### config.mk
export PLATFORM = sky130hd
export DESIGN_NAME = imm_rot_encoder
export DESIGN_NICKNAME = d
export VERILOG_FILES = /design/src/rtl/imm_rot_encoder.sv
export SDC_FILE = /design/constraint.sdc
export NUM_CORES = 1
export LEC_CHECK = 0
export ABC_AREA = 0
export BUFFER_PORTS_ARGS = -buffer_cell sky130_fd_sc_hd__buf_2
export CORE_MARGIN = 1
export CORE_UTILIZATION = 55
export CTS_CLUSTER_SIZE = 12
export DETAILED_ROUTE_END_ITERATION = 8
export PLACE_DENSITY_LB_ADDON = 0.25
export SYNTH_ARGS = -nofsm -noshare
export SYNTH_HDL_FRONTEND = slang
export SYNTH_SLANG_ARGS = --single-unit
### constraint.sdc
create_clock -name clk -period 5.6 [get_ports clk]
set_clock_uncertainty 0.05 [all_clocks]
set_input_delay 1.68 -clock clk [delete_from_list [all_inputs] [get_ports clk]]
set_output_delay 1.68 -clock clk [all_outputs]
set_load 0.02 [all_outputs]
### src/rtl/imm_rot_encoder.sv
// Multi-cycle encoder: finds the smallest rot and imm8 such that imm8 ROR (2*rot)
// reproduces a 32-bit constant, testing ROT_PER_CYCLE rotations per cycle.
module imm_rot_encoder #(
    parameter int ROT_PER_CYCLE = 1
) (
    input  logic        clk,
    input  logic        reset,
    input  logic        start,
    input  logic [31:0] value,
    output logic        busy,
    output logic        done,
    output logic        valid,
    output logic [3:0]  rot,
    output logic [7:0]  imm8
);

    typedef enum logic [1:0] {IDLE, SEARCH, DONE} state_t;

    localparam logic [4:0] STEP = 5'(ROT_PER_CYCLE);

    state_t      state_reg, state_next;
    logic [31:0] val_reg;
    logic [3:0]  cnt_reg;
    logic        valid_reg;
    logic [3:0]  rot_reg;
    logic [7:0]  imm8_reg;

    logic [ROT_PER_CYCLE-1:0] hit;
    logic [7:0]               cand_imm [ROT_PER_CYCLE];
    logic                     any_hit;
    logic [3:0]               hit_rot;
    logic [7:0]               hit_imm;
    logic                     last_chunk;

    // Rotating left by 2r undoes the decoder's right-rotate; a hit leaves only 8 live bits.
    genvar gi;
    generate
        for (gi = 0; gi < ROT_PER_CYCLE; gi++) begin : g_cand
            logic [3:0]  r;
            logic [5:0]  sh;
            logic [31:0] rolled;
            assign r             = cnt_reg + 4'(gi);
            assign sh            = {1'b0, r, 1'b0};
            assign rolled        = (val_reg << sh) | (val_reg >> (6'd32 - sh));
            assign hit[gi]       = (rolled[31:8] == 24'd0);
            assign cand_imm[gi]  = rolled[7:0];
        end
    endgenerate

    // Scan from the top down so the lowest hitting rotation is the one left standing.
    always_comb begin
        any_hit = 1'b0;
        hit_rot = '0;
        hit_imm = '0;
        for (int i = ROT_PER_CYCLE - 1; i >= 0; i--) begin
            if (hit[i]) begin
                any_hit = 1'b1;
                hit_rot = cnt_reg + 4'(i);
                hit_imm = cand_imm[i];
            end
        end
    end

    assign last_chunk = (({1'b0, cnt_reg} + STEP) == 5'd16);

    always_ff @(posedge clk) begin
        if (!reset) begin
            state_reg <= IDLE;
        end else begin
            state_reg <= state_next;
        end
    end

    always_comb begin
        state_next = state_reg;
        case (state_reg)
            IDLE:    if (start) state_next = SEARCH;
            SEARCH:  if (any_hit || last_chunk) state_next = DONE;
            DONE:    state_next = IDLE;
            default: state_next = IDLE;
        endcase
    end

    always_comb begin
        busy = (state_reg != IDLE);
        done = (state_reg == DONE);
    end

    always_ff @(posedge clk) begin
        if (!reset) begin
            val_reg   <= '0;
            cnt_reg   <= '0;
            valid_reg <= 1'b0;
            rot_reg   <= '0;
            imm8_reg  <= '0;
        end else begin
            case (state_reg)
                IDLE: begin
                    if (start) begin
                        val_reg <= value;
                        cnt_reg <= '0;
                    end
                end
                SEARCH: begin
                    if (any_hit) begin
                        valid_reg <= 1'b1;
                        rot_reg   <= hit_rot;
                        imm8_reg  <= hit_imm;
                    end else if (last_chunk) begin
                        valid_reg <= 1'b0;
                        rot_reg   <= '0;
                        imm8_reg  <= '0;
                    end else begin
                        cnt_reg <= cnt_reg + STEP[3:0];
                    end
                end
                default: ;
            endcase
        end
    end

    assign valid = valid_reg;
    assign rot   = rot_reg;
    assign imm8  = imm8_reg;

endmodule

==> results of run 1 <==
[per-stage QoR]
step | cells | worst slack [ns] | area, um^2 | util (%)
after global placement | 586 | 1.696 | 4003 | 59.24
after global routing | 594 | 1.235 | 4099 | 60.67
after detailed placement | 586 | 1.560 | 4003 | 59.24
after floorplan | 498 | 1.635 | 3824 | -
after CTS | 594 | 1.556 | 4099 | 60.67
final | 594 | 1.505 | 4099 | 60.67
[cells in the mapped netlist (7+ instances only)]
cell,number,area [um^2]
sky130_fd_sc_hd__a211oi_1,8,60.06
sky130_fd_sc_hd__a21oi_1,60,300.3
sky130_fd_sc_hd__buf_1,10,37.54
sky130_fd_sc_hd__buf_2,9,45.04
sky130_fd_sc_hd__clkbuf_1,24,90.09
sky130_fd_sc_hd__dfxtp_1,51,1021
sky130_fd_sc_hd__inv_1,10,37.54
sky130_fd_sc_hd__mux2_2,7,78.83
sky130_fd_sc_hd__mux2i_1,30,300.3
sky130_fd_sc_hd__mux4_2,13,292.8
sky130_fd_sc_hd__nand2_1,89,334.1
sky130_fd_sc_hd__nand3_1,17,85.08
sky130_fd_sc_hd__nor2_1,27,101.4
sky130_fd_sc_hd__nor3_1,17,85.08
sky130_fd_sc_hd__nor3b_1,7,52.55
sky130_fd_sc_hd__nor4_1,7,43.79
sky130_fd_sc_hd__o21ai_0,10,50.05
sky130_fd_sc_hd__o22ai_1,10,62.56
sky130_fd_sc_hd__or2_0,7,43.79
[worst paths after layout]
kind                    from  endpoint  cells past startpoint
setup / recovery  cnt_reg[1]   imm8[0]                     10
hold / removal       imm8[6]   imm8[6]                      2
setup reg to reg  cnt_reg[1]   imm8[0]                     10
hold reg to reg      imm8[6]   imm8[6]                      2
[cell families (layout without fill, tap and decap cells)]
logic type / Yosys count / count (layout) / share of synthesized area (%)
flip-flops: 51 / 51 / 26.70
XOR/XNOR: 2 / 2 / 0.4582
adder cells (fa/ha/maj): 2 / 2 / 0.6543
multiplexers: 50 / 50 / 17.57
buffers and inverters: 60 / 76 / 7.101
AND/OR/NAND/NOR: 203 / 203 / 25.43
AO/OA/AOI/OAI: 130 / 130 / 22.09
[cell type report]
| cell class | count | area [um^2] |
|---|---|---|
| Fill cell | 636 | 2658 |
| Multi-Input combinational cell | 387 | 2534 |
| Sequential cell | 51 | 1022 |
| Timing Repair Buffer | 57 | 305.3 |
| Tap cell | 80 | 100.1 |
| Clock buffer | 6 | 82.58 |
| Inverter | 11 | 41.29 |
| Clock inverter | 2 | 13.76 |
[metal layers]
metal | vias to the layer above | part of all wire, % | track usage, %
met5 | - | 0 | 0
met4 | 0 | 1.2 | 7.879
met3 | 12 | 5.4 | 3.599
met2 | 141 | 48 | 47.95
met1 | 1774 | 46 | 40.81
li1 | 1842 | - | -
[critical path: stages (launching register included)]
cell and delay (ns):
sky130_fd_sc_hd__dfxtp_1 0.36, sky130_fd_sc_hd__clkinv_1 0.09, sky130_fd_sc_hd__ha_2 0.86, sky130_fd_sc_hd__mux2i_1 0.34, sky130_fd_sc_hd__nand2_1 0.08, sky130_fd_sc_hd__a2111oi_0 0.64, sky130_fd_sc_hd__a311oi_1 0.21, sky130_fd_sc_hd__a211oi_2 0.35
sky130_fd_sc_hd__nand4_2 0.44, sky130_fd_sc_hd__or3_1 0.52, sky130_fd_sc_hd__o31ai_1 0.07
[report_power, final]
group	internal, uW	leakage, uW	switching (uW)
sequential	380	0.000417	35.3
combinational	125	0.00102	169
clock	102	0.0000516	137
==> out/summary.log, run 1 <==
[status] run status completed
[placement] HPWL reported at the end of detailed placement 6980 um
[setup_path] Crit. End Element register
[synth] number of synthesized flops with an enable pin 0
[setup_path] maximum fanout along the worst path 34
[cts] PostCTS Resize Cnt 0
[final_layout] number of flip-flops under the largest register name 32
[timing] final setup violating endpoints 0
[die] Horiz. Die Dim 85.38 um
[global_route] largest net degree at the start of global routing 69
[synth] number of distinct library cells after synthesis 60
[cts] hold bufs inserted after CTS 0
[global_route] via count of the first global-routing pass 3,412
[routing] ANT nets after route 0
[routing] Detailed Route Iter0 Violations 281
[setup_path] type of element launching the critical path register
[placement] Port Buffers 49
[timing] slew margin rel. 27.27%
[final_layout] most frequent standard cell in the layout excluding fill and tap cells sky130_fd_sc_hd__nand2_1
[synth] count of yosys warnings during synthesis 0
[timing] sum of negative setup slack 0 ns
[cts] total CTS buffers 5
[setup_path] required time of the critical path 5.79 ns
[synth] post-synthesis async set-or-reset flop share 0%
[global_route] initial antenna violation count 0
[final_layout] # nets final 550
[die] floorplan die area 7290 um^2
[final_layout] fraction of final layout cells with drive strength greater than 1 18.29%
[routing] Post-Route WL 10,300 um
[final_layout] Layout area overhead 7.199%
[cts] H-tree levels 2
[power] Pwr per Cell Area 231.2 nW/um^2
[cts] CTS Root Cell sky130_fd_sc_hd__clkbuf_8
[global_route] overflow left after global routing 0
[synth] number of instances in the synthesized netlist 498
[synth] number of storage elements in the synthesis netlist 51
[timing] fmax 244.2 MHz
[cts] total clock sinks 51
[cts] buffer count from post-CTS setup fixing 0
[global_route] overall fraction of global-route tracks in use 29.23%
[timing] final clock period utilization by the worst path 73.13%
[timing] minimum clock period 4.095 ns
[job] max-cap check violation count 0
[setup_path] critical setup path kind register to register
[routing] wire length per cell after detailed routing 17.34 um
[synth] area of the mapped netlist 3824 um^2
[setup_path] data arrival time of the critical path 4.28 ns
[cts] maximum buffer depth of the clock tree 2
[placement] placer congestion estimate 0.9104
[cts] clock latency on the worst-skew pair 0.32 ns
[routing] number of vias per cell 6.345
[routing] Initial DRT Pass Iterations 5
[power] final total power 947.6 uW
[die] placeable core region 6756 um^2
[worst_hold_path] Hold Crit Class register to register
[final_layout] commonest cells after routing, fill and taps aside sky130_fd_sc_hd__nand2_1, sky130_fd_sc_hd__a21oi_1, sky130_fd_sc_hd__dfxtp_1
[die] starting density of the core 56.59%
[routing] number of DRC violations after detailed routing 0
[synth] Post-Syn Area per Cell 7.678 um^2
[timing] number of hold violations in the final report 0
[synth] syn_nets 535
[die] Die Ht 85.38 um
[timing] unrepaired setup endpoints after global routing no
[setup_path] R2R setup slack 1.50 ns
[die] cell row count 30
[timing] Slew Viols, Final 0
[final_layout] number of antenna cells inserted 0
[die] count of boundary I/O pins 50
[synth] sequential element share of the synthesized area 26.70%
[routing] via total after detailed routing 3,769
[cts] clock-pin slew on the worst setup and hold paths 0.10 ns
[timing] smallest hold slack 0.4167 ns
[power] leakage power figure 0.001486 uW
[power] Worst IR Drop VDD 0.1131 mV
[cts] clock tree from TritonCTS yes
[synth] Main synth FF type sky130_fd_sc_hd__dfxtp_1
[global_route] wire length of the first global-routing pass 16,910 um
[timing] worst-margin pin slew 1.088 ns
No activity file was read; power rests on OpenSTA's default activity.
==> inputs of run 2 (changes only) <==
- CORE_UTILIZATION: 55 -> 53
- clock period: 5.6 -> 3.5 ns (I/O delays scaled with it)
==> out/summary.log, run 2 (same netlist as run 1, synthesis figures left out) <==
[status] run status completed
[setup_path] Worst path max stage delay 0.57 ns [-0.29 ns]
[die] cell row count 30 [unchanged]
[routing] Post-Route WL 10,620 um [+3.1%]
[setup_path] cell with the biggest individual delay on the critical path sky130_fd_sc_hd__mux4_2
[final_layout] Layout area overhead 11.65%
[final_layout] # nets final 564 [+2.5%]
[power] leakage power figure 0.001563 uW [+5.2%]
[routing] via total after detailed routing 3,783 [+0.37%]
[power] Worst IR Drop VDD 0.2497 mV [+120%]
[placement] placer congestion estimate 0.9684 [+6.4%]
[cts] CTS Root Cell sky130_fd_sc_hd__clkbuf_8
[routing] Initial DRT Pass Iterations 7 [+2]
[job] max-cap check violation count 0 [unchanged]
[final_layout] final standard cell utilization of the core 62.15% [+1.5 points]
[die] Die Ht 86.94 um [+1.8%]
[routing] ANT nets after route 0 [unchanged]
[timing] worst-margin pin slew 0.6897 ns [-0.3986 ns]
[global_route] met2 track demand over resource 46.24% [-1.7 points]
[cts] total clock sinks 51 [unchanged]
[routing] number of DRC violations after detailed routing 0 [unchanged]
[die] placeable core region 6869 um^2 [+1.7%]
[timing] slew margin rel. 53.97% [+27 points]
[die] Horiz. Die Dim 86.94 um [+1.8%]
[placement] HPWL reported at the end of detailed placement 7722 um [+11%]
[global_route] wire length of the first global-routing pass 17,010 um [+0.61%]
[cts] clock latency on the worst-skew pair 0.32 ns [about the same]
[setup_path] crit path cell chain buf_12 > mux4_2 > a2111o_1 > nor4b_1 > a211oi_1 > a211oi_2 > nand4_2 > buf_4 > or3_1 > o31ai_1
[timing] final clock period utilization by the worst path 93.85% [+21 points]
[cts] clock tree from TritonCTS yes
[timing] number of hold violations in the final report 0 [unchanged]
[cts] clock-pin slew on the worst setup and hold paths 0.10 ns [about the same]
[setup_path] source of the worst register-to-register timing path cnt_reg[0]
[setup_path] capturing point of the worst reg2reg path imm8[0]
[routing] wire length per cell after detailed routing 17.01 um [-1.9%]
[final_layout] most frequent standard cell in the layout excluding fill and tap cells sky130_fd_sc_hd__nand2_1
[worst_hold_path] Worst Hold Depth 2 [unchanged]
[setup_path] Crit. End Element register
[timing] minimum clock period 3.285 ns [-0.8104 ns]
[worst_hold_path] Hold Crit Class register to register
[global_route] global route hottest layer met2
[setup_path] worst reg2reg path depth 10 [unchanged]
[worst_hold_path] start point of the worst min-delay path valid
[worst_hold_path] end point of the worst hold path valid
[timing] fmax 304.4 MHz [+25%]
[setup_path] type of element launching the critical path register
[global_route] overflow left after global routing 0 [unchanged]
[global_route] initial antenna violation count 0 [unchanged]
[timing] unrepaired setup endpoints after global routing no
[die] count of boundary I/O pins 50 [unchanged]
[setup_path] critical setup path kind register to register
[timing] final setup violating endpoints 0 [unchanged]
[cts] H-tree levels 2 [unchanged]
[placement] Port Buffers 49 [unchanged]
[die] starting density of the core 55.66% [-0.93 points]
[final_layout] fraction of final layout cells with drive strength greater than 1 21.02% [+2.7 points]
[setup_path] data arrival time of the critical path 3.47 ns [-0.81 ns]
[final_layout] number of antenna cells inserted 0 [unchanged]
[cts] total CTS buffers 5 [unchanged]
[final_layout] number of flip-flops under the largest register name 32 [unchanged]
[power] Pwr per Cell Area 362.8 nW/um^2 [+57%]
[setup_path] R2R setup slack 0.22 ns [-1.29 ns]
[timing] smallest hold slack 0.4067 ns [-0.01002 ns]
[setup_path] required time of the critical path 3.68 ns [-2.11 ns]
[timing] Slew Viols, Final 0 [unchanged]
[global_route] via count of the first global-routing pass 3,442 [+0.88%]
[global_route] met3 track demand over resource in global routing 5.024% [+1.4 points]
[die] floorplan die area 7559 um^2 [+3.7%]
[timing] sum of negative setup slack 0 ns [unchanged]
[routing] number of vias per cell 6.063 [-4.5%]
[global_route] largest net degree at the start of global routing 69 [unchanged]
[placement] total placed cells including tap cells 615 [+4.9%]
[final_layout] commonest cells after routing, fill and taps aside sky130_fd_sc_hd__nand2_1, sky130_fd_sc_hd__a21oi_1, sky130_fd_sc_hd__dfxtp_1
[global_route] overall fraction of global-route tracks in use 29.02% [-0.22 points]
[setup_path] maximum fanout along the worst path 68 [+100%]
[cts] maximum buffer depth of the clock tree 2 [unchanged]
[global_route] global routing met1 resource utilization 40.26% [-0.55 points]
[routing] Detailed Route Iter0 Violations 392 [+40%]
[final_layout] final cell count without fillers 624 [+5.1%]
[run 2: area by class of cell]
type | instances | area (um^2)
Clock inverter | 1 | 7.507
Sequential cell | 51 | 1022
Tap cell | 96 | 120.1
Fill cell | 657 | 2600
Clock buffer | 7 | 96.34
Multi-Input combinational cell | 387 | 2554
Inverter | 11 | 42.54
Timing Repair Buffer | 71 | 426.7
[run 2: how the worst max path moves through the flow]
stage | startpoint | slack (ns) | end
final | cnt_reg[0] | 0.22 | imm8[0]
after global routing | cnt_reg[0] | 0.03 | imm8[0]
after CTS | cnt_reg[1] | 0.17 | imm8[0]
after global placement | cnt_reg[0] | 0.27 | imm8[0]
after detailed placement | cnt_reg[1] | 0.21 | imm8[0]
after floorplan | cnt_reg[0] | 0.06 | imm8[3]
[run 2: power by group]
| part | leakage (uW) | internal (uW) | switching (uW) |
|---|---|---|---|
| Clock | 0.0000505 | 180 | 205 |
| Sequential | 0.000417 | 609 | 53.0 |
| Combinational | 0.00110 | 220 | 281 |
[run 2: metal layers]
layer	wire, um	share of wire [%]	vias up
met5	0	0	-
met4	269	2.5	0
met3	775	7.3	26
met2	4828	45	138
met1	4743	45	1757
li1	-	-	1862
[run 2: what timing repair did]
item | 4_1_cts | 5_1_grt
buffers inserted | 0 | 1
setup endpoints to repair | 0 | 8
hold buffers | 0 | 0
gates resized for setup | 0 | 2
[run 2: worst max-delay path, delay by kind of cell, from the launching register on]
family / cells / cell delay (ns)
AO/OA/AOI/OAI: 4 / 0.93
AND/OR/NAND/NOR: 3 / 0.79
multiplexers: 1 / 0.57
buffers and inverters: 2 / 0.44
flip-flops: 1 / 0.36
[run 2: metrics by stage]
stage	worst slack (ns)	area (um^2)	total power, uW
final	0.2151	4269	1549
after global routing	0.02732	4269	1628
after CTS	0.1745	4248	1541
after detailed placement	0.2118	4144	1163
after global placement	0.2710	4144	1155
after floorplan	0.05853	3851	1031
==> inputs of run 3 (changes only) <==
- ABC_AREA: 0 -> 1
- CORE_UTILIZATION: 53 -> 54
==> out/summary.log, run 3 <==
[final_layout] number of flip-flops under the largest register name 32 [unchanged]
[final_layout] commonest cells after routing, fill and taps aside sky130_fd_sc_hd__nand2_1, sky130_fd_sc_hd__nand3_1, sky130_fd_sc_hd__nor2_1
[timing] slew margin rel. 38.65% [-15 points]
[die] Die Ht 90.73 um [+4.4%]
[setup_path] critical setup path kind register to register
[cts] H-tree levels 2 [unchanged]
[timing] final setup violating endpoints 0 [unchanged]
[cts] CTS Root Cell sky130_fd_sc_hd__clkbuf_8
[timing] number of hold violations in the final report 0 [unchanged]
[final_layout] # nets final 793 [+41%]
[setup_path] Crit. End Element register
[final_layout] Layout area overhead 6.857%
[global_route] initial antenna violation count 0 [unchanged]
[setup_path] type of element launching the critical path register
[synth] number of distinct library cells after synthesis 30 [-50%]
[synth] number of instances in the synthesized netlist 740 [+49%]
[synth] share of the synthesized area in the top cell type 24.01% [-2.7 points]
[setup_path] required time of the critical path 3.66 ns [-0.02 ns]
[synth] Post-Syn Area per Cell 5.745 um^2 [-25%]
[setup_path] Worst path max stage delay 0.41 ns [-0.16 ns]
[final_layout] number of antenna cells inserted 0 [unchanged]
[routing] wire length per cell after detailed routing 15.97 um [-6.1%]
[cts] total clock sinks 51 [unchanged]
[die] cell row count 31 [+3.3%]
[synth] sequential element share of the synthesized area 24.01% [-2.7 points]
[setup_path] data arrival time of the critical path 3.20 ns [-0.27 ns]
[global_route] wire length of the first global-routing pass 22,650 um [+33%]
[setup_path] crit path cell chain inv_4 > ha_1 > inv_2 > nand3_1 > nand2_1 > nand2_1 > o21ai_1 > nand2_1 > nor2_1 > nand2_1 > nand2_1 > nand2_1 > nor2_4 > nand3_4 > a21oi_1 > nor2_1
[cts] total CTS buffers 5 [unchanged]
[synth] leading area contributor after synthesis sky130_fd_sc_hd__dfxtp_1
[routing] Initial DRT Pass Iterations 5 [-2]
[placement] Port Buffers 49 [unchanged]
[setup_path] most used cell along the critical path sky130_fd_sc_hd__nand2_1
[synth] post-synthesis async set-or-reset flop share 0% [unchanged]
[timing] sum of negative setup slack 0 ns [unchanged]
[final_layout] Filler cells 803 [+22%]
[global_route] via count of the first global-routing pass 4,634 [+35%]
[synth] number of synthesized flops with an enable pin 0 [unchanged]
[global_route] overall fraction of global-route tracks in use 34.09% [+5.1 points]
[worst_hold_path] Hold Crit Class register to register
[synth] Main synth FF type sky130_fd_sc_hd__dfxtp_1
[cts] PostCTS Resize Cnt 0 [unchanged]
[power] leakage power figure 0.002137 uW [+37%]
[timing] fmax 329.1 MHz [+8.1%]
[synth] Commonest cells post-synth sky130_fd_sc_hd__nand2_1, sky130_fd_sc_hd__nand3_1, sky130_fd_sc_hd__nor2_1
[setup_path] cell with the biggest individual delay on the critical path sky130_fd_sc_hd__inv_2
[timing] worst-margin pin slew 0.9192 ns [+0.2295 ns]
[power] Worst IR Drop VDD 0.2074 mV [-17%]
[routing] via total after detailed routing 5,198 [+37%]
[synth] area of the mapped netlist 4252 um^2 [+11%]
[setup_path] maximum fanout along the worst path 30 [-56%]
[cts] clock latency on the worst-skew pair 0.31 ns [about the same]
[synth] syn_nets 777 [+45%]
[routing] Post-Route WL 13,670 um [+29%]
[final_layout] fraction of final layout cells with drive strength greater than 1 12.95% [-8.1 points]
[routing] number of DRC violations after detailed routing 0 [unchanged]
[final_layout] final standard cell utilization of the core 61.00% [-1.1 points]
[timing] unrepaired setup endpoints after global routing no
[die] placeable core region 7447 um^2 [+8.4%]
[cts] clock tree from TritonCTS yes
[die] Horiz. Die Dim 90.73 um [+4.4%]
[synth] count of yosys warnings during synthesis 0 [unchanged]
[timing] Slew Viols, Final 0 [unchanged]
[cts] maximum buffer depth of the clock tree 2 [unchanged]
[cts] buffer count from post-CTS setup fixing 0 [unchanged]
[timing] smallest hold slack 0.4399 ns [+0.03323 ns]
[synth] main area contributors after synthesis sky130_fd_sc_hd__dfxtp_1, sky130_fd_sc_hd__nand3_1, sky130_fd_sc_hd__nand2_1
[cts] hold bufs inserted after CTS 0 [unchanged]
[synth] number of storage elements in the synthesis netlist 51 [unchanged]
[placement] placer congestion estimate 1.043 [+7.7%]
[cts] clock-pin slew on the worst setup and hold paths 0.10 ns [about the same]
[routing] Detailed Route Iter0 Violations 575 [+47%]
[status] run status completed
[global_route] overflow left after global routing 0 [unchanged]
[routing] number of vias per cell 6.072 [+0.16%]
[die] count of boundary I/O pins 50 [unchanged]
[global_route] largest net degree at the start of global routing 38 [-45%]
[job] max-cap check violation count 0 [unchanged]
[final_layout] most frequent standard cell in the layout excluding fill and tap cells sky130_fd_sc_hd__nand2_1
[die] floorplan die area 8232 um^2 [+8.9%]
[placement] HPWL reported at the end of detailed placement 10,340 um [+34%]
[timing] minimum clock period 3.039 ns [-0.2463 ns]
[timing] final clock period utilization by the worst path 86.82% [-7.0 points]
[routing] ANT nets after route 0 [unchanged]
[synth] cell with the most instances after synthesis sky130_fd_sc_hd__nand2_1
[die] starting density of the core 57.09% [+1.4 points]
[power] Pwr per Cell Area 456.6 nW/um^2 [+26%]
## run 3: cell types whose count changed after synthesis, moves of 20 or more
cell                      delta
sky130_fd_sc_hd__nand3_1   +142
sky130_fd_sc_hd__nand2_1    +94
sky130_fd_sc_hd__o21ai_0    +43
sky130_fd_sc_hd__a21oi_1    -20
sky130_fd_sc_hd__mux2i_1    -30
sky130_fd_sc_hd__nor2_1     +82
## run 3: critical path: cells and delay by family, from the launching register on
family                     cells  cell delay (ns)
AOI/OAI and AO/OA              2             0.36
adders and majority gates      1             0.31
buffers and inverters          2             0.45
DFF                            1             0.39
and+or+nand+nor               11             1.36
## run 3: final cells by class
cell class	count	area [um^2]	share of cell area, %
multi-input combinational	618	2878	63.34
clock inverter	3	46.29	1.019
tap	99	123.9	2.727
timing repair buffer	60	327.8	7.216
inverter	20	77.57	1.708
clock buffer	5	68.82	1.515
sequential	51	1021	22.47
## run 3: path summary, 6_finish.rpt
check                  start          to  slack [ns]  cells after the start
setup / recovery  cnt_reg[0]  cnt_reg[1]        0.46                     16
hold / removal       imm8[3]     imm8[3]        0.44                      2
setup reg to reg  cnt_reg[0]  cnt_reg[1]        0.46                     16
hold reg to reg      imm8[3]     imm8[3]        0.44                      2
## run 3: cells by family after synthesis
group                      count (synthesis)  share of synthesized area (%)
and+or+nand+nor                          499                          51.97
adders and majority gates                  2                         0.5885
xor gates and xnor gates                   1                         0.6475
buffers and inverters                     71                          8.299
DFF                                       51                          24.01
AOI/OAI and AO/OA                        116                          14.48
## run 3: metal layers
| metal | vias to the layer above | track usage (%) | routed length, um |
|---|---|---|---|
| met1 | 2375 | 47.66 | 5976 |
| met5 | - | 0 | 0 |
| li1 | 2529 | - | - |
| met3 | 27 | 6.229 | 1423 |
| met4 | 0 | 8.602 | 211 |
| met2 | 267 | 53.66 | 6060 |
## run 3: where the power goes
part           total (uW)  leakage (uW)  internal, uW  switching, uW
clock                 435     0.0000548           216            219
combinational         979       0.00166           306            673
sequential            661      0.000419           617           44.0
## run 3: through the flow
| stage | area (um^2) | cells | setup WS [ns] | total power [uW] |
|---|---|---|---|---|
| floorplan | 4252 | 740 | 0.8561 | 1400 |
| global placement | 4428 | 848 | 0.5838 | 1622 |
| detailed placement | 4428 | 848 | 0.5302 | 1618 |
| CTS | 4543 | 856 | 0.5124 | 2043 |
| global route | 4543 | 856 | 0.1395 | 2220 |
| finish | 4543 | 856 | 0.4613 | 2075 |
